<file path="config.mk">
export PLATFORM = sky130hd
export DESIGN_NAME = spi_rw_3w
export DESIGN_NICKNAME = d
export VERILOG_FILES = /design/src/rtl/spi_pkg.sv /design/src/rtl/spi_sclk_gen.sv /design/src/rtl/spi_rw_3w.sv
export SDC_FILE = /design/constraint.sdc
export NUM_CORES = 1
export LEC_CHECK = 0
export ABC_AREA = 1
export CAP_MARGIN = 20
export CORE_MARGIN = 3
export CORE_UTILIZATION = 50
export CTS_BUF_LIST = sky130_fd_sc_hd__clkbuf_8
export CTS_CLUSTER_DIAMETER = 80
export DETAILED_ROUTE_END_ITERATION = 10
export MAX_ROUTING_LAYER = met4
export PLACE_DENSITY = 0.78
export SYNTH_ARGS = -nofsm -noshare
export SYNTH_HDL_FRONTEND = slang
export SYNTH_SLANG_ARGS = --single-unit
</file>
<file path="constraint.sdc">
create_clock -name clk -period 1.6 [get_ports clk]
set_input_delay 0.24 -clock clk [delete_from_list [all_inputs] [get_ports clk]]
set_output_delay 0.24 -clock clk [all_outputs]
set_load 0.02 [all_outputs]
</file>
<file path="src/rtl/spi_pkg.sv">
// Shared types and helpers for the 3-wire SPI register-access master.
package spi_pkg;

    // Frame sequencing states of the master.
    typedef enum logic [2:0] {
        IDLE  = 3'd0,
        LEAD  = 3'd1,
        SHIFT = 3'd2,
        TRAIL = 3'd3,
        GAP   = 3'd4
    } spi_state_e;

    // Total bits in one frame: R/W bit, two width bits, address, data.
    function automatic int nbits(input int addr_w, input int data_w);
        return 3 + addr_w + data_w;
    endfunction

    // W1:W0 code telling the ADC how many data bytes follow (bytes - 1).
    function automatic logic [1:0] wbits(input int data_w);
        return 2'(data_w / 8 - 1);
    endfunction

    // Data width must be a whole number of bytes between one and four.
    function automatic bit data_w_ok(input int data_w);
        return (data_w == 8) || (data_w == 16) || (data_w == 24) || (data_w == 32);
    endfunction

endpackage

</file>
<file path="src/rtl/spi_sclk_gen.sv">
// SCLK generator: counts CLK_DIV clk cycles per half period while enabled.
// rise/fall are one-cycle strobes that are high in the cycle whose closing
// clk edge toggles sclk, so the caller can act on that very edge.
module spi_sclk_gen #(
    parameter int CLK_DIV = 1
) (
    input  logic clk,
    input  logic rst,
    input  logic en,
    output logic sclk,
    output logic rise,
    output logic fall
);

    localparam int CW = (CLK_DIV > 1) ? $clog2(CLK_DIV) : 1;

    logic [CW-1:0] cnt_q, cnt_d;
    logic          sclk_q, sclk_d;
    logic          last;

    // Half-period counter; disabled means counter cleared and sclk parked low.
    always_comb begin
        last   = (cnt_q == CW'(CLK_DIV - 1));
        rise   = en && last && !sclk_q;
        fall   = en && last && sclk_q;
        cnt_d  = cnt_q;
        sclk_d = sclk_q;
        if (!en) begin
            cnt_d  = '0;
            sclk_d = 1'b0;
        end else if (last) begin
            cnt_d  = '0;
            sclk_d = !sclk_q;
        end else begin
            cnt_d  = cnt_q + 1'b1;
        end
    end

    // Counter and sclk registers.
    always_ff @(posedge clk or posedge rst) begin
        if (rst) begin
            cnt_q  <= '0;
            sclk_q <= 1'b0;
        end else begin
            cnt_q  <= cnt_d;
            sclk_q <= sclk_d;
        end
    end

    assign sclk = sclk_q;

endmodule

</file>
<file path="src/rtl/spi_rw_3w.sv">
// 3-wire SPI register read/write master for the ADC configuration port.
// Handshake: start is accepted only in a cycle where busy=0 (including the
// done cycle); busy then stays high until the one-cycle done pulse, and
// inputs presented while busy are ignored.
module spi_rw_3w
    import spi_pkg::*;
#(
    parameter int ADDR_W  = 13,
    parameter int DATA_W  = 8,
    parameter int CLK_DIV = 1
) (
    input  logic              clk,
    input  logic              rst,
    input  logic              start,
    input  logic              rw,
    input  logic [ADDR_W-1:0] addr,
    input  logic [DATA_W-1:0] wdata,
    output logic              busy,
    output logic              done,
    output logic [DATA_W-1:0] rd_data,
    output logic              csb,
    output logic              sclk,
    output logic              sdio_o,
    output logic              sdio_oe,
    input  logic              sdio_i,
    output spi_state_e        dbg_state
);

    localparam int NB  = nbits(ADDR_W, DATA_W);
    localparam int HDR = 3 + ADDR_W;
    localparam int BCW = $clog2(NB + 1);
    localparam int TCW = $clog2(2 * CLK_DIV + 1);

    if (!data_w_ok(DATA_W)) begin : g_bad_data_w
        $error("spi_rw_3w: DATA_W must be 8, 16, 24 or 32");
    end
    if (CLK_DIV < 1) begin : g_bad_clk_div
        $error("spi_rw_3w: CLK_DIV must be at least 1");
    end

    spi_state_e        state_q, state_d;
    logic [BCW-1:0]    bit_cnt_q, bit_cnt_d;
    logic [TCW-1:0]    tmr_q, tmr_d;
    logic [NB-1:0]     tx_q, tx_d;
    logic [DATA_W-1:0] rx_q, rx_d;
    logic              rw_q, rw_d;
    logic              csb_q, csb_d;
    logic              sdio_o_q, sdio_o_d;
    logic              sdio_oe_q, sdio_oe_d;
    logic              busy_q, busy_d;
    logic              done_q, done_d;
    logic [DATA_W-1:0] rd_data_q, rd_data_d;

    logic sclk_en, sclk_rise, sclk_fall;

    assign sclk_en = (state_q == SHIFT);

    spi_sclk_gen #(.CLK_DIV(CLK_DIV)) u_sclk_gen (
        .clk  (clk),
        .rst  (rst),
        .en   (sclk_en),
        .sclk (sclk),
        .rise (sclk_rise),
        .fall (sclk_fall)
    );

    // Frame sequencing: next state, shift registers, pin values and handshake.
    always_comb begin
        state_d   = state_q;
        bit_cnt_d = bit_cnt_q;
        tmr_d     = tmr_q;
        tx_d      = tx_q;
        rx_d      = rx_q;
        rw_d      = rw_q;
        csb_d     = csb_q;
        sdio_o_d  = sdio_o_q;
        sdio_oe_d = sdio_oe_q;
        busy_d    = busy_q;
        done_d    = 1'b0;
        rd_data_d = rd_data_q;

        unique case (state_q)
            IDLE: begin
                csb_d     = 1'b1;
                sdio_oe_d = 1'b0;
                busy_d    = 1'b0;
                if (start) begin
                    rw_d      = rw;
                    tx_d      = {rw, wbits(DATA_W), addr, wdata};
                    rx_d      = '0;
                    sdio_o_d  = rw;
                    csb_d     = 1'b0;
                    sdio_oe_d = 1'b1;
                    busy_d    = 1'b1;
                    bit_cnt_d = '0;
                    tmr_d     = '0;
                    state_d   = LEAD;
                end
            end

            LEAD: begin
                if (tmr_q == TCW'(CLK_DIV - 1)) begin
                    tmr_d   = '0;
                    state_d = SHIFT;
                end else begin
                    tmr_d = tmr_q + 1'b1;
                end
            end

            SHIFT: begin
                // Read data is captured on the clk edge that raises sclk.
                if (sclk_rise && rw_q && (bit_cnt_q >= BCW'(HDR))) begin
                    rx_d = {rx_q[DATA_W-2:0], sdio_i};
                end
                // The next bit is presented on the edge that drops sclk.
                if (sclk_fall) begin
                    if (bit_cnt_q == BCW'(NB - 1)) begin
                        tmr_d   = '0;
                        state_d = TRAIL;
                    end else begin
                        bit_cnt_d = bit_cnt_q + 1'b1;
                        tx_d      = {tx_q[NB-2:0], 1'b0};
                        sdio_o_d  = tx_q[NB-2];
                        // Turn the line around before the first data bit of a read.
                        if (rw_q && (bit_cnt_q == BCW'(HDR - 1))) begin
                            sdio_oe_d = 1'b0;
                        end
                    end
                end
            end

            TRAIL: begin
                if (tmr_q == TCW'(CLK_DIV - 1)) begin
                    tmr_d     = '0;
                    csb_d     = 1'b1;
                    sdio_oe_d = 1'b0;
                    state_d   = GAP;
                end else begin
                    tmr_d = tmr_q + 1'b1;
                end
            end

            GAP: begin
                if (tmr_q == TCW'(2 * CLK_DIV - 1)) begin
                    tmr_d   = '0;
                    busy_d  = 1'b0;
                    done_d  = 1'b1;
                    state_d = IDLE;
                    if (rw_q) begin
                        rd_data_d = rx_q;
                    end
                end else begin
                    tmr_d = tmr_q + 1'b1;
                end
            end

            default: begin
                state_d = IDLE;
            end
        endcase
    end

    // All state and output registers; reset aborts any frame at once.
    always_ff @(posedge clk or posedge rst) begin
        if (rst) begin
            state_q   <= IDLE;
            bit_cnt_q <= '0;
            tmr_q     <= '0;
            tx_q      <= '0;
            rx_q      <= '0;
            rw_q      <= 1'b0;
            csb_q     <= 1'b1;
            sdio_o_q  <= 1'b0;
            sdio_oe_q <= 1'b0;
            busy_q    <= 1'b0;
            done_q    <= 1'b0;
            rd_data_q <= '0;
        end else begin
            state_q   <= state_d;
            bit_cnt_q <= bit_cnt_d;
            tmr_q     <= tmr_d;
            tx_q      <= tx_d;
            rx_q      <= rx_d;
            rw_q      <= rw_d;
            csb_q     <= csb_d;
            sdio_o_q  <= sdio_o_d;
            sdio_oe_q <= sdio_oe_d;
            busy_q    <= busy_d;
            done_q    <= done_d;
            rd_data_q <= rd_data_d;
        end
    end

    assign busy      = busy_q;
    assign done      = done_q;
    assign rd_data   = rd_data_q;
    assign csb       = csb_q;
    assign sdio_o    = sdio_o_q;
    assign sdio_oe   = sdio_oe_q;
    assign dbg_state = state_q;

endmodule

</file>
=== Word level (Yosys, flattened, before mapping) ===
Index checks and enable logic that the tools add are counted.

* Flip-flop bits (word level): 57
* Input port bits: 26
* Output and inout port bits: 17
* Word-level logic and storage cells: 105

* Add/subtract/negate cells: 3
* Magnitude comparators: 1
* Equal/unequal tests: 17
* Multiplexer cells: 45
* Bitwise operators: 1
* Reduce and logical (&&, ||, !) cells: 24

{| class="wikitable"
|+ Operators with widths
! cell !! count
|-
| $mux 23 || 3
|-
| $pmux 23 s2 || 1
|-
| $ne 2x2->1 const B || 10
|-
| $mux 3 || 6
|-
| $mux 1 || 17
|-
| $mux 8 || 2
|-
| $pmux 8 s2 || 1
|-
| $mux 5 || 3
|-
| $pmux 3 s5 || 1
|-
| $mux 2 || 5
|-
| $pmux 5 s2 || 1
|-
| $pmux 2 s4 || 1
|-
| $reduce_and 4->1 || 2
|-
| $eq 3x2->1 const B || 2
|-
| $logic_and 1x1->1 || 6
|-
| $pmux 1 s2 || 3
|-
| $reduce_and 2->1 || 3
|-
| $reduce_and 3->1 || 2
|-
| $reduce_and 6->1 || 1
|-
| $reduce_bool 2->1 || 3
|-
| $add 5x1->5 const B || 1
|-
| $eq 5x4->1 const B || 1
|-
| $eq 5x5->1 const B || 1
|-
| $ge 5x5->1 const B || 1
|-
| 14 further kinds || 14
|}

=== Longest topological paths before layout ===
Gate-level depths: netlist (run 1).

* Word-level depth: 7
* Mapped depth: 10

=== By module ===
A second synthesis (run 1) with hierarchy kept.

* Cell total of the unflattened synthesis: 317
* Area total of the unflattened synthesis: 2793.9 um2

{| class="wikitable"
|+ By module, submodules not included
! module !! instances !! cells each !! area each (um2) !! sequential area each (um2)
|-
| spi_rw_3w || 1 || 311 || 2747.6 || 1377.6
|-
| spi_sclk_gen || 1 || 6 || 46.3 || 25.0
|}

=== Worst setup path after synthesis (run 1) ===
OpenSTA, ideal clock, no wires.

* Path kind: reg2reg
* Start point: register state_q[0] (netlist: dbg_state[0])
* End point: register tx_q[11]
* Setup time: 0.065 ns
* Arrival time: 1.445 ns
* Data required time: 1.535 ns
* Path slack: 0.090 ns
* Stages on the path, launching flop included: 10
* Path buffers: 2
* Clock period less this slack: 1.510 ns
* Cell sequence: dfrtp_1 buf_4 nor2_4 nand3_1 nand2_2 inv_2 nand2_4 buf_2 nand2_1 nand2_1

* Longest elaborated chain between the ends: 5
* Elaborated cells on any way between the ends: 10

{| class="wikitable"
|+ RTL lines
! element !! RTL line !! source
|-
| from (decl) || spi_rw_3w.sv:41 || <nowiki>spi_state_e state_q, state_d;</nowiki>
|-
| from (signal assigned) || spi_rw_3w.sv:179 || <nowiki>state_q <= state_d;</nowiki>
|-
| $eq 3x2->1 || spi_rw_3w.sv:56, spi_rw_3w.sv:82 ||
|-
| $logic_and 1x1->1 (2 in a row) || spi_sclk_gen.sv:25 || <nowiki>fall = en && last && sclk_q;</nowiki>
|-
| $ne 2x2->1 (no line) || n/a ||
|-
| $reduce_and 4->1 (no line) || n/a ||
|-
| to (signal assigned) || spi_rw_3w.sv:182 || <nowiki>tx_q <= tx_d;</nowiki>
|-
| to (decl) || spi_rw_3w.sv:44 || <nowiki>logic [NB-1:0] tx_q, tx_d;</nowiki>
|}

Several ways; a longest one is shown, not always the timed one.
A chain may end at the register's enable or synchronous reset.

=== Final worst setup path (run 1) ===
* Start point: register bit_cnt_q[1]
* End point: register tx_q[19]

* Longest elaborated chain between the ends: 3

{| class="wikitable"
|+ RTL lines
! element !! RTL line !! source
|-
| from (decl) || spi_rw_3w.sv:42 || <nowiki>logic [BCW-1:0] bit_cnt_q, bit_cnt_d;</nowiki>
|-
| from (signal assigned) || spi_rw_3w.sv:180 || <nowiki>bit_cnt_q <= bit_cnt_d;</nowiki>
|-
| $eq 5x5->1 || spi_rw_3w.sv:117 || <nowiki>if (bit_cnt_q == BCW'(NB - 1)) begin</nowiki>
|-
| $ne 2x2->1 (no line) || n/a ||
|-
| $reduce_and 4->1 (no line) || n/a ||
|}

Every way passes these cells.

==> impl_metrics.env, run 1 <==
export IMPL_synthDistinctLibCells=27
export IMPL_p_int_uw=1800
export IMPL_placed_area_sq_um=3370
export IMPL_clk_pin_slew_worst_paths_ps=110
export IMPL_met1_capacity_usage_during_global_routing=0.217
export IMPL_remaining_design_rule_violation_count=0
export IMPL_worst_path_max_delay_cell="dfrtp_1"
export IMPL_power_switching_uw=549
export IMPL_timing_reg2reg_worst_path_depth=9
export IMPL_grt_start_max_net_pins=57
export IMPL_layout_worst_path_cycle_share=0.985
export IMPL_critical_path_max_stage_delay_ps=410
export IMPL_ys_warn_count=0
export IMPL_path_class="flop to flop"
export IMPL_synth_area_sq_um=2830
export IMPL_layout_overhead_on_the_synthesized_area_pct=27.7
export IMPL_synth_nets=405
export IMPL_rsz0062_at_grt="true"
export IMPL_place_detailed_instances=484
export IMPL_post_synth_inst_count=373
export IMPL_gr_max_usage_layer="met2"
export IMPL_run_status="finished, final reports clean"
export IMPL_finalWorstPathRequiredPeriod_ps=1580
export IMPL_timing_final_setup_violations=0
export IMPL_groute_usage_overall=0.179
export IMPL_worst_slew_pin_slew_ps=303
export IMPL_antennaDiodeCount=0
export IMPL_detailroute_via_count=2411
export IMPL_start_util=0.534
export IMPL_cts_buffers_inserted=5
export IMPL_final_max_slew_viol_count=0
export IMPL_first_global_vias=2115
export IMPL_cp_arrival_ps=1850
export IMPL_ir_drop_v=0.000431
export IMPL_endpoint_of_the_worst_slack_reg_to_reg_timing_path="tx_q[19]"
export IMPL_totalPowerFinal_uw=2340
export IMPL_slew_margin_rel=0.798
export IMPL_worstSetupEndpointType="flop"
export IMPL_critical_path_endpoint="tx_q[19]"
export IMPL_final_core_utilization=0.682
export IMPL_synth_yosys_seq_area_share=0.495
export IMPL_cellLeakagePower_uw=0.00190
export IMPL_grt_pass1_wl_mm=9.03
export IMPL_fin_nets=461
export IMPL_crit_chain="ha_2, nand2_2, inv_2, nand2_2, nand2_2, a21oi_4, clkbuf_16, nand2_1, nand2_1"
export IMPL_dieHeight_um=81.3
export IMPL_layout_drive_gt1_share=0.140
export IMPL_multi_input_gate_area_in_the_final_layout_sq_um=1260
export IMPL_required_time_at_the_endpoint_of_the_critical_path_ps=1870
export IMPL_fp_dieArea_sq_um=6610
export IMPL_grt_antenna_before_repair=0
export IMPL_final_hold_viol_count=0
export IMPL_vias_per_cell=4.82
export IMPL_syn_avg_cell_area_sq_um=7.60
export IMPL_groute_layer_met2_usage=0.296
export IMPL_rr_startpoint="bit_cnt_q[1]"
export IMPL_flop_and_latch_count_out_of_synthesis=56
export IMPL_clockPowerShare=0.354
export IMPL_gr_total_overflow=0
export IMPL_seq_power_share=0.604
export IMPL_drt_iter0_drc=130
export IMPL_dieWidth_um=81.3
export IMPL_drt_wl_total_mm=5.76
export IMPL_cts_tree="done"
export IMPL_route_detailed_wl_per_inst_um=11.5
export IMPL_clock_fmax_ghz=0.634
export IMPL_p_sw_frac=0.234
export IMPL_fillers=462
export IMPL_worst_path_max_fanout=8
export IMPL_cts_sinks=56
export IMPL_critPathMostFrequentCell="nand2_2"
export IMPL_ant_nets=0
export IMPL_cts_max_level=2
export IMPL_std_cell_rows=26
export IMPL_worstSetupStartpoint="bit_cnt_q[1]"
export IMPL_p_per_area_nw_per_um2=648
export IMPL_pin_count=43
export IMPL_comb_power_share=0.042
export IMPL_worst_r2r_setup_slack_ps=20
export IMPL_numPortBuffers=42
export IMPL_finalClockSkew_ps=7.32
export IMPL_gp_congestion=0.817
export IMPL_max_cap_violations=0
export IMPL_core_region_area_sq_um=5300
export IMPL_cts_root_buffer_cell="clkbuf_8"
export IMPL_clock_tree_buffer_depth=2
export IMPL_hold_path_class="input port to async pin"
export IMPL_post_layout_nonfiller_instances=500
export IMPL_whs_ps=325
export IMPL_layout_area_seq_sq_um=1400
export IMPL_met3_usage=0.0377
export IMPL_pre_repair_dr_iteration_count=4
export IMPL_dpl_hpwl_mm=3.78
export IMPL_setup_worst_path_start_class="flop"
export IMPL_final_design_area_no_fill_sq_um=3620
export IMPL_worstSkewPairLatency_ps=320
[sequential cells by signal (all words and copies together) (netlist names)]
register         flops
bit_cnt_q            5
sdio_o               1
rx_q                 8
tmr_q                2
dbg_state            3
rw_q                 1
sdio_oe              1
busy                 1
rd_data              8
csb                  1
u_sclk_gen.sclk      1
done                 1
tx_q                23
[worst max-delay path, delay by kind of cell (launching register included)]
family,cells,cell delay (ps)
flops,1,410
fa+ha+maj,1,200
buf+inv,2,260
compound gates,1,310
simple gates,5,350
[layout make-up]
class / instances / area share
multi-input cells: 275 / 0.350
repair buffers: 63 / 0.182
clock buffers: 5 / 0.0190
well taps: 70 / 0.0242
inverters: 28 / 0.0301
flip-flops and latches: 56 / 0.388
clock inverters: 3 / 0.00726
[routing by layer]
metal,vias to the layer above,part of all wire
met4,0,0.012
met1,1096,0.47
met3,6,0.049
met5,-,0
met2,57,0.47
li1,1252,-
[worst min-delay path by stage]
stage | start | end | slack [ps]
CTS | rst | done | 340
floorplan | rst | bit_cnt_q[0] | 320
global placement | rd_data[7] | rd_data[7] | 460
finish | rst | dbg_state[2] | 320
detailed placement | rd_data[7] | rd_data[7] | 460
global route | rst | sdio_o | 350
[cell usage in the layout, fill, tap and decap left out, types with 2 or more instances in the layout]
cell,n
clkbuf_8,5
dfrtp_1,54
dlygate4sd2_1,3
nand2_4,3
o21ai_0,18
nand2_1,178
clkinvlp_4,3
inv_1,22
inv_2,4
or2_2,3
nor2_4,2
clkbuf_16,2
nand2_2,11
dlymetal6s2s_1,3
o21ai_1,6
nand3_1,19
nor2_1,20
buf_12,3
buf_4,15
clkdlybuf4s50_1,36
ha_1,5
[power groups by stage]
stage                     Clock [uW]  Sequential, uW  Combinational, uW
after floorplan                    0            1440               25.5
after global placement             0            1440                102
after detailed placement           0            1440                102
after CTS                        838            1420                102
after global routing             884            1420                111
final                            829            1420               99.3
[timing repair]
item	CTS	global route
gates resized for setup	6	16
cloned	0	3
hold buffers	0	0
endpoints found under the setup margin	26	31
buffers inserted	0	5
pin swaps	0	6
hold endpoints to repair	0	0
[Yosys cell counts]
cell type | number | area, sq um
nor2_2 | 1 | 6.26
inv_1 | 24 | 90.1
inv_2 | 3 | 11.3
nand3_2 | 1 | 10.0
o21ai_1 | 6 | 30.0
a21oi_4 | 1 | 16.3
nand2_1 | 188 | 706
clkbuf_1 | 2 | 7.51
ha_1 | 6 | 75.1
nand2_2 | 2 | 12.5
nand3_1 | 19 | 95.1
nand2_4 | 2 | 22.5
dfrtp_1 | 55 | 1380
buf_6 | 5 | 56.3
clkinv_1 | 1 | 3.75
o21bai_1 | 1 | 7.51
buf_4 | 4 | 30.0
nor3_1 | 1 | 5.00
or2_2 | 3 | 18.8
nor2_1 | 20 | 75.1
nor2_4 | 2 | 22.5
a21oi_1 | 1 | 5.00
dfstp_2 | 1 | 26.3
buf_2 | 4 | 20.0
xor2_1 | 1 | 8.76
o21ai_0 | 18 | 90.1
nand4_1 | 1 | 6.26
[per-stage QoR]
stage	setup WS, ps	TNS (ps)
after floorplan	89.6	0
after global placement	22.2	0
after detailed placement	-26.1	-68.7
after CTS	6.33	0
after global routing	-58.8	-759
final	23.6	0
[kinds of logic (layout without fill, tap and decap cells)]
group | Yosys count | count (layout) | synth area share
simple gates | 240 | 241 | 0.346
compound gates | 27 | 27 | 0.0525
fa+ha+maj | 6 | 6 | 0.0265
buf+inv | 43 | 99 | 0.0773
xor+xnor | 1 | 1 | 0.00309
flops | 56 | 56 | 0.495
Power figures use the tool's default switching activity.
==> run 2: changes to the inputs <==
Settings changed: ABC_AREA 1 to not set.
==> run 2 against run 1 <==
Net effect:
- the flow now finishes with violations (setup timing)
- fmax is 5.5% lower
- sequential share of layout area fell by 2.8 points
- final cell count decreased by 24%
- die area fell by 3.2%
- global-route usage rose by 3.6 points
- area after synthesis decreased by 3.5%
- clock skew about the same
- setup slack got worse by 91 ps
- first-iteration DRC count decreased by 6.2%
==> impl_metrics.env, run 2 <==
export IMPL_critical_path_max_stage_delay_ps=580
export IMPL_top_library_cells_by_usage_in_the_layout_fill_and_taps_aside="53 x dfrtp_1, 35 x clkdlybuf4s50_1, 28 x buf_4"
export IMPL_synth_commonest_cells="55 x dfrtp_1, 21 x nand2b_1, 18 x o221a_2"
export IMPL_synth_area_sq_um=2740
export IMPL_gp_congestion=0.814
export IMPL_synthDistinctLibCells=44
export IMPL_fillers=347
export IMPL_violated_checks="setup timing"
export IMPL_placed_area_sq_um=3660
export IMPL_post_synth_top_count_cell="dfrtp_1"
export IMPL_route_detailed_wl_per_inst_um=17.1
export IMPL_remaining_design_rule_violation_count=0
export IMPL_worstSetupEndpointType="flop"
export IMPL_ys_warn_count=0
export IMPL_synth_area_top_cells="dfrtp_1 50%, o221a_2 7.4%, mux2_2 6.6%"
export IMPL_crit_chain="or4b_4, o21ai_4, buf_12, mux2_4"
export IMPL_synth_yosys_seq_area_share=0.513
export IMPL_worst_path_max_delay_cell="or4b_4"
export IMPL_cellLeakagePower_uw=0.00168
export IMPL_clk_pin_slew_worst_paths_ps=100
export IMPL_worst_slew_pin_slew_ps=404
export IMPL_clock_fmax_ghz=0.600
export IMPL_cts_tree="done"
export IMPL_first_global_vias=2142
export IMPL_grt_pass1_wl_mm=10.5
export IMPL_groute_usage_overall=0.214
export IMPL_ir_drop_v=0.000997
export IMPL_totalPowerFinal_uw=6720
export IMPL_final_max_slew_viol_count=0
export IMPL_flop_and_latch_count_out_of_synthesis=56
export IMPL_fp_dieArea_sq_um=6390
export IMPL_drt_iter0_drc=122
export IMPL_rr_startpoint="dbg_state[2]"
export IMPL_fin_nets=339
export IMPL_layout_setup_ws_ps=-67.7
export IMPL_synthArstFlopShare=1.00
export IMPL_slew_margin_rel=0.730
export IMPL_clock_tree_buffer_depth=2
export IMPL_finalClockSkew_ps=6.85
export IMPL_worst_r2r_setup_slack_ps=-70
export IMPL_worstSkewPairLatency_ps=310
export IMPL_cts_max_level=2
export IMPL_pin_count=43
export IMPL_worst_path_max_fanout=8
export IMPL_path_class="flop to flop"
export IMPL_run_status="finished with violations"
export IMPL_timing_reg2reg_worst_path_depth=4
export IMPL_vias_per_cell=5.69
export IMPL_cp_arrival_ps=1870
export IMPL_layout_worst_path_cycle_share=1.04
export IMPL_cts_root_buffer_cell="clkbuf_8"
export IMPL_yosysTopAreaCell="dfrtp_1"
export IMPL_gr_total_overflow=0
export IMPL_endpoint_of_the_worst_slack_reg_to_reg_timing_path="rx_q[3]"
export IMPL_required_time_at_the_endpoint_of_the_critical_path_ps=1810
export IMPL_cts_buffers_inserted=5
export IMPL_ant_nets=0
export IMPL_layout_overhead_on_the_synthesized_area_pct=42.7
export IMPL_critical_path_top_delay_family="simple AND/OR/NAND/NOR gates"
export IMPL_p_per_area_nw_per_um2=1720
export IMPL_yosys_most_used_dff="dfrtp_1"
export IMPL_hold_path_class="input port to async pin"
export IMPL_max_cap_violations=0
export IMPL_start_util=0.525
export IMPL_synth_largest_type_area_fraction=0.503
export IMPL_drt_wl_total_mm=6.47
export IMPL_finalWorstPathRequiredPeriod_ps=1670
export IMPL_synth_nets=267
export IMPL_core_region_area_sq_um=5200
export IMPL_timing_final_setup_violations=29
export IMPL_final_hold_viol_count=0
export IMPL_synth_enable_flop_cells=0
export IMPL_grt_antenna_before_repair=0
export IMPL_rsz0062_at_grt="true"
export IMPL_cts_sinks=56
export IMPL_numPortBuffers=42
export IMPL_setup_worst_path_start_class="flop"
export IMPL_detailroute_via_count=2150
export IMPL_dieHeight_um=80.0
export IMPL_final_design_area_no_fill_sq_um=3900
export IMPL_layout_drive_gt1_share=0.305
export IMPL_post_synth_inst_count=235
export IMPL_whs_ps=262
export IMPL_dieWidth_um=80.0
export IMPL_largest_register_ffs=23
export IMPL_worstPathBufferInverterCount=1
export IMPL_final_core_utilization=0.750
export IMPL_syn_avg_cell_area_sq_um=11.6
export IMPL_dpl_hpwl_mm=4.37
export IMPL_antennaDiodeCount=0
export IMPL_grt_start_max_net_pins=32
export IMPL_most_frequent_standard_cell_in_the_layout_excluding_fill_and_tap_cells="dfrtp_1"
export IMPL_registers_top_by_ff_count="tx_q"
export IMPL_std_cell_rows=26
export IMPL_pre_repair_dr_iteration_count=4
run 2: cell types whose count changed after synthesis, sizes merged, moves of 5 or more:
cell,previous run,this run
a221o,0,5
and2,0,8
buf,13,6
clkbuf,2,9
inv,27,8
mux2,0,16
nand2,192,11
nand2b,0,21
nand3,20,3
nor2,23,9
o21ai,24,9
o221a,0,21
run 2: final cells by class:
class | instances | area [sq um] | area share
multi-input combinational | 156 | 1440 | 0.370
tap | 70 | 87.6 | 0.0224
clock inverter | 3 | 42.5 | 0.0109
clock buffer | 5 | 68.8 | 0.0176
timing repair buffer | 80 | 822 | 0.211
inverter | 8 | 33.8 | 0.00865
sequential | 56 | 1410 | 0.360
run 2: metrics by stage:
stage                     cells  setup TNS [ps]  worst slack, ps
after global routing        378           -2090            -90.5
final                       378           -1070            -67.7
after detailed placement    365          -10840             -429
after global placement      365          -10160             -396
after CTS                   375            -487            -54.4
after floorplan             235           -3400             -190
run 2: timing repair:
| action | CTS | global route |
|---|---|---|
| endpoints found under the hold margin | 0 | 0 |
| endpoints found under the setup margin | 36 | 36 |
| pin swaps | 5 | 2 |
| resized for setup | 9 | 8 |
| hold buffers | 0 | 0 |
| setup buffers | 3 | 1 |
| cloned | 0 | 2 |
run 2: kinds of logic after synthesis:
group	after synthesis	synth area share
xor+xnor	1	0.00320
mux	17	0.0695
compound gates	54	0.180
fa+ha+maj	6	0.0274
flops	56	0.513
simple gates	78	0.168
buf+inv	23	0.0389
run 2: worst max-delay path by stage:
stage / startpoint / endpoint / slack, ps / depth (start not counted)
floorplan: dbg_state[2] / rx_q[0] / -190 / 5
global placement: start / rx_q[6] / -400 / 4
detailed placement: start / rx_q[0] / -430 / 4
CTS: dbg_state[2] / rx_q[1] / -50 / 4
global route: dbg_state[1] / rx_q[1] / -90 / 4
finish: dbg_state[2] / rx_q[3] / -70 / 4
run 2: power by group:
group	switching (uW)	internal, uW
logic	1530	1930
registers	429	1890
clock network	467	467
run 2: routing by layer:
metal  up-vias  global-route usage  part of all wire
met3        10              0.0384             0.034
met5         -                   -                 0
met2        40               0.329              0.50
li1       1019                   -                 -
met1      1081               0.298              0.46
met4         0              0.0524             0.013
==> run 3: changes to the inputs <==
Settings changed: SKIP_LAST_GASP set to 1.
==> run 3 against run 2 <==
Net effect:
- the flow still finishes with violations (setup timing)
- via count up 0.65%
- wire length decreased by 0.32%
- flip-flop and latch count unchanged
- first-iteration DRC count increased by 4.1%
- fmax rose by 0.16%
- sequential power about the same
- setup slack improved by 2.6 ps
- clock skew grew 0.65 ps
- critical path depth unchanged
- largest cell class unchanged
==> impl_metrics.env, run 3 (synthesis gave the netlist of run 2 again) <==
export IMPL_setup_total_negative_slack_ps=-1040
export IMPL_grt_pass1_wl_mm=10.5
export IMPL_registers_top_by_ff_count="tx_q"
export IMPL_drt_wl_total_mm=6.45
export IMPL_timing_final_setup_violations=29
export IMPL_seq_power_share=0.345
export IMPL_rsz0062_at_grt="true"
export IMPL_clk_pin_slew_worst_paths_ps=100
export IMPL_finalClockSkew_ps=7.50
export IMPL_grt_start_max_net_pins=32
export IMPL_dieHeight_um=80.0
export IMPL_final_core_utilization=0.750
export IMPL_final_max_slew_viol_count=0
export IMPL_slew_margin_rel=0.732
export IMPL_gp_congestion=0.814
export IMPL_worst_path_max_fanout=8
export IMPL_detailroute_via_count=2164
export IMPL_cellLeakagePower_uw=0.00168
export IMPL_finalWorstPathRequiredPeriod_ps=1670
export IMPL_clock_fmax_ghz=0.601
export IMPL_required_time_at_the_endpoint_of_the_critical_path_ps=1810
export IMPL_worstSkewPairLatency_ps=310
export IMPL_max_cap_violations=0
export IMPL_worst_r2r_setup_slack_ps=-70
export IMPL_rr_startpoint="dbg_state[2]"
export IMPL_worstPathBufferInverterCount=1
export IMPL_worstSetupPathDepth=4
export IMPL_fillers=348
export IMPL_top_library_cells_by_usage_in_the_layout_fill_and_taps_aside="53 x dfrtp_1, 36 x clkdlybuf4s50_1, 28 x buf_4"
export IMPL_groute_usage_overall=0.214
export IMPL_dieWidth_um=80.0
export IMPL_pre_repair_dr_iteration_count=4
export IMPL_drt_iter0_drc=127
export IMPL_worst_path_max_delay_cell="or4b_4"
export IMPL_std_cell_rows=26
export IMPL_grt_antenna_before_repair=0
export IMPL_largest_register_ffs=23
export IMPL_cts_max_level=2
export IMPL_pin_count=43
export IMPL_fp_dieArea_sq_um=6390
export IMPL_path_class="flop to flop"
export IMPL_layout_drive_gt1_share=0.305
export IMPL_gr_total_overflow=0
export IMPL_endpoint_of_the_worst_slack_reg_to_reg_timing_path="rx_q[3]"
export IMPL_critical_path_max_stage_delay_ps=580
export IMPL_start_util=0.525
export IMPL_route_detailed_wl_per_inst_um=17.1
export IMPL_critical_path_top_delay_family="simple AND/OR/NAND/NOR gates"
export IMPL_final_hold_viol_count=0
export IMPL_crit_chain="or4b_4, o21ai_4, buf_12, mux2_4"
export IMPL_power_switching_uw=2420
export IMPL_setup_worst_path_start_class="flop"
export IMPL_timing_reg2reg_worst_path_depth=4
export IMPL_p_int_uw=4300
export IMPL_worstSetupEndpointType="flop"
export IMPL_ant_nets=0
export IMPL_dpl_hpwl_mm=4.37
export IMPL_cts_root_buffer_cell="clkbuf_8"
export IMPL_clockPowerShare=0.140
export IMPL_ir_drop_v=0.000997
export IMPL_number_of_buffers_inserted_for_hold_repair_after_clock_tree_synthesis=0
export IMPL_first_global_vias=2142
export IMPL_layout_worst_path_cycle_share=1.04
export IMPL_most_frequent_standard_cell_in_the_layout_excluding_fill_and_tap_cells="dfrtp_1"
export IMPL_antennaDiodeCount=0
export IMPL_run_status="finished with violations"
export IMPL_vias_per_cell=5.72
export IMPL_hold_path_class="input port to async pin"
export IMPL_cts_buffers_inserted=5
export IMPL_layout_overhead_on_the_synthesized_area_pct=42.6
export IMPL_clock_tree_buffer_depth=2
export IMPL_violated_checks="setup timing"
export IMPL_fin_nets=339
export IMPL_p_per_area_nw_per_um2=1720
export IMPL_cts_sinks=56
export IMPL_cts_tree="done"
export IMPL_worst_slew_pin_slew_ps=401
export IMPL_whs_ps=259
export IMPL_core_region_area_sq_um=5200
export IMPL_numPortBuffers=42
export IMPL_comb_power_share=0.516
export IMPL_p_sw_frac=0.361
export IMPL_cp_arrival_ps=1870
export IMPL_layout_setup_ws_ps=-65.1
export IMPL_remaining_design_rule_violation_count=0
[run 3: cell count changes in the layout (fill, tap and decap cells not counted), sizes merged]
| cell | change |
|---|---|
| clkdlybuf4s50 | +1 |
| dlymetal6s2s | -1 |
[run 3: worst max path at each step]
stage                       from      end  slack (ps)
floorplan           dbg_state[2]  rx_q[0]        -190
global placement           start  rx_q[6]        -400
detailed placement         start  rx_q[0]        -430
CTS                 dbg_state[2]  rx_q[1]         -50
global route        dbg_state[1]  rx_q[1]         -90
finish              dbg_state[2]  rx_q[3]         -70
[run 3: timing repair]
action,in CTS,in global routing
buffers inserted,3,1
gates resized for setup,9,7
gates cloned,0,2
setup endpoints to repair,36,36
pin swaps,5,2
[run 3: stage by stage]
stage / power (uW) / instance area [sq um] / worst slack [ps] / cells
2_1_floorplan: 4340 / 2930 / -190 / 235
3_3_place_gp: 5370 / 3660 / -396 / 365
3_5_place_dp: 5470 / 3660 / -429 / 365
4_1_cts: 6490 / 3810 / -54.4 / 375
5_1_grt: 7140 / 3900 / -90.5 / 378
6_report: 6720 / 3900 / -65.1 / 378
[run 3: metal layers]
| metal | track usage | wire length, um |
|---|---|---|
| met1 | 0.298 | 2900 |
| met2 | 0.329 | 3210 |
| met3 | 0.0384 | 249 |
| met4 | 0.0524 | 86 |
| met5 | - | 0 |
[run 3: worst register-to-register path: stages (launching register included)]
cell,delay (ps)
dfrtp_2,440
or4b_4,580
o21ai_4,100
buf_12,150
mux2_4,300
[run 3: cell type report]
class | count | area (sq um) | area share
Sequential cell | 56 | 1410 | 0.360
Clock inverter | 3 | 42.5 | 0.0109
Timing Repair Buffer | 80 | 820 | 0.210
Multi-Input combinational cell | 156 | 1440 | 0.370
Inverter | 8 | 33.8 | 0.00866
Clock buffer | 5 | 68.8 | 0.0176
Tap cell | 70 | 87.6 | 0.0225
[run 3: power groups by stage]
stage / registers, uW / clock network [uW] / logic (uW)
after floorplan: 2370 / 0 / 1970
after detailed placement: 2300 / 0 / 3170
final: 2320 / 937 / 3460
after CTS: 2290 / 959 / 3240
after global routing: 2370 / 1020 / 3760
after global placement: 2300 / 0 / 3070
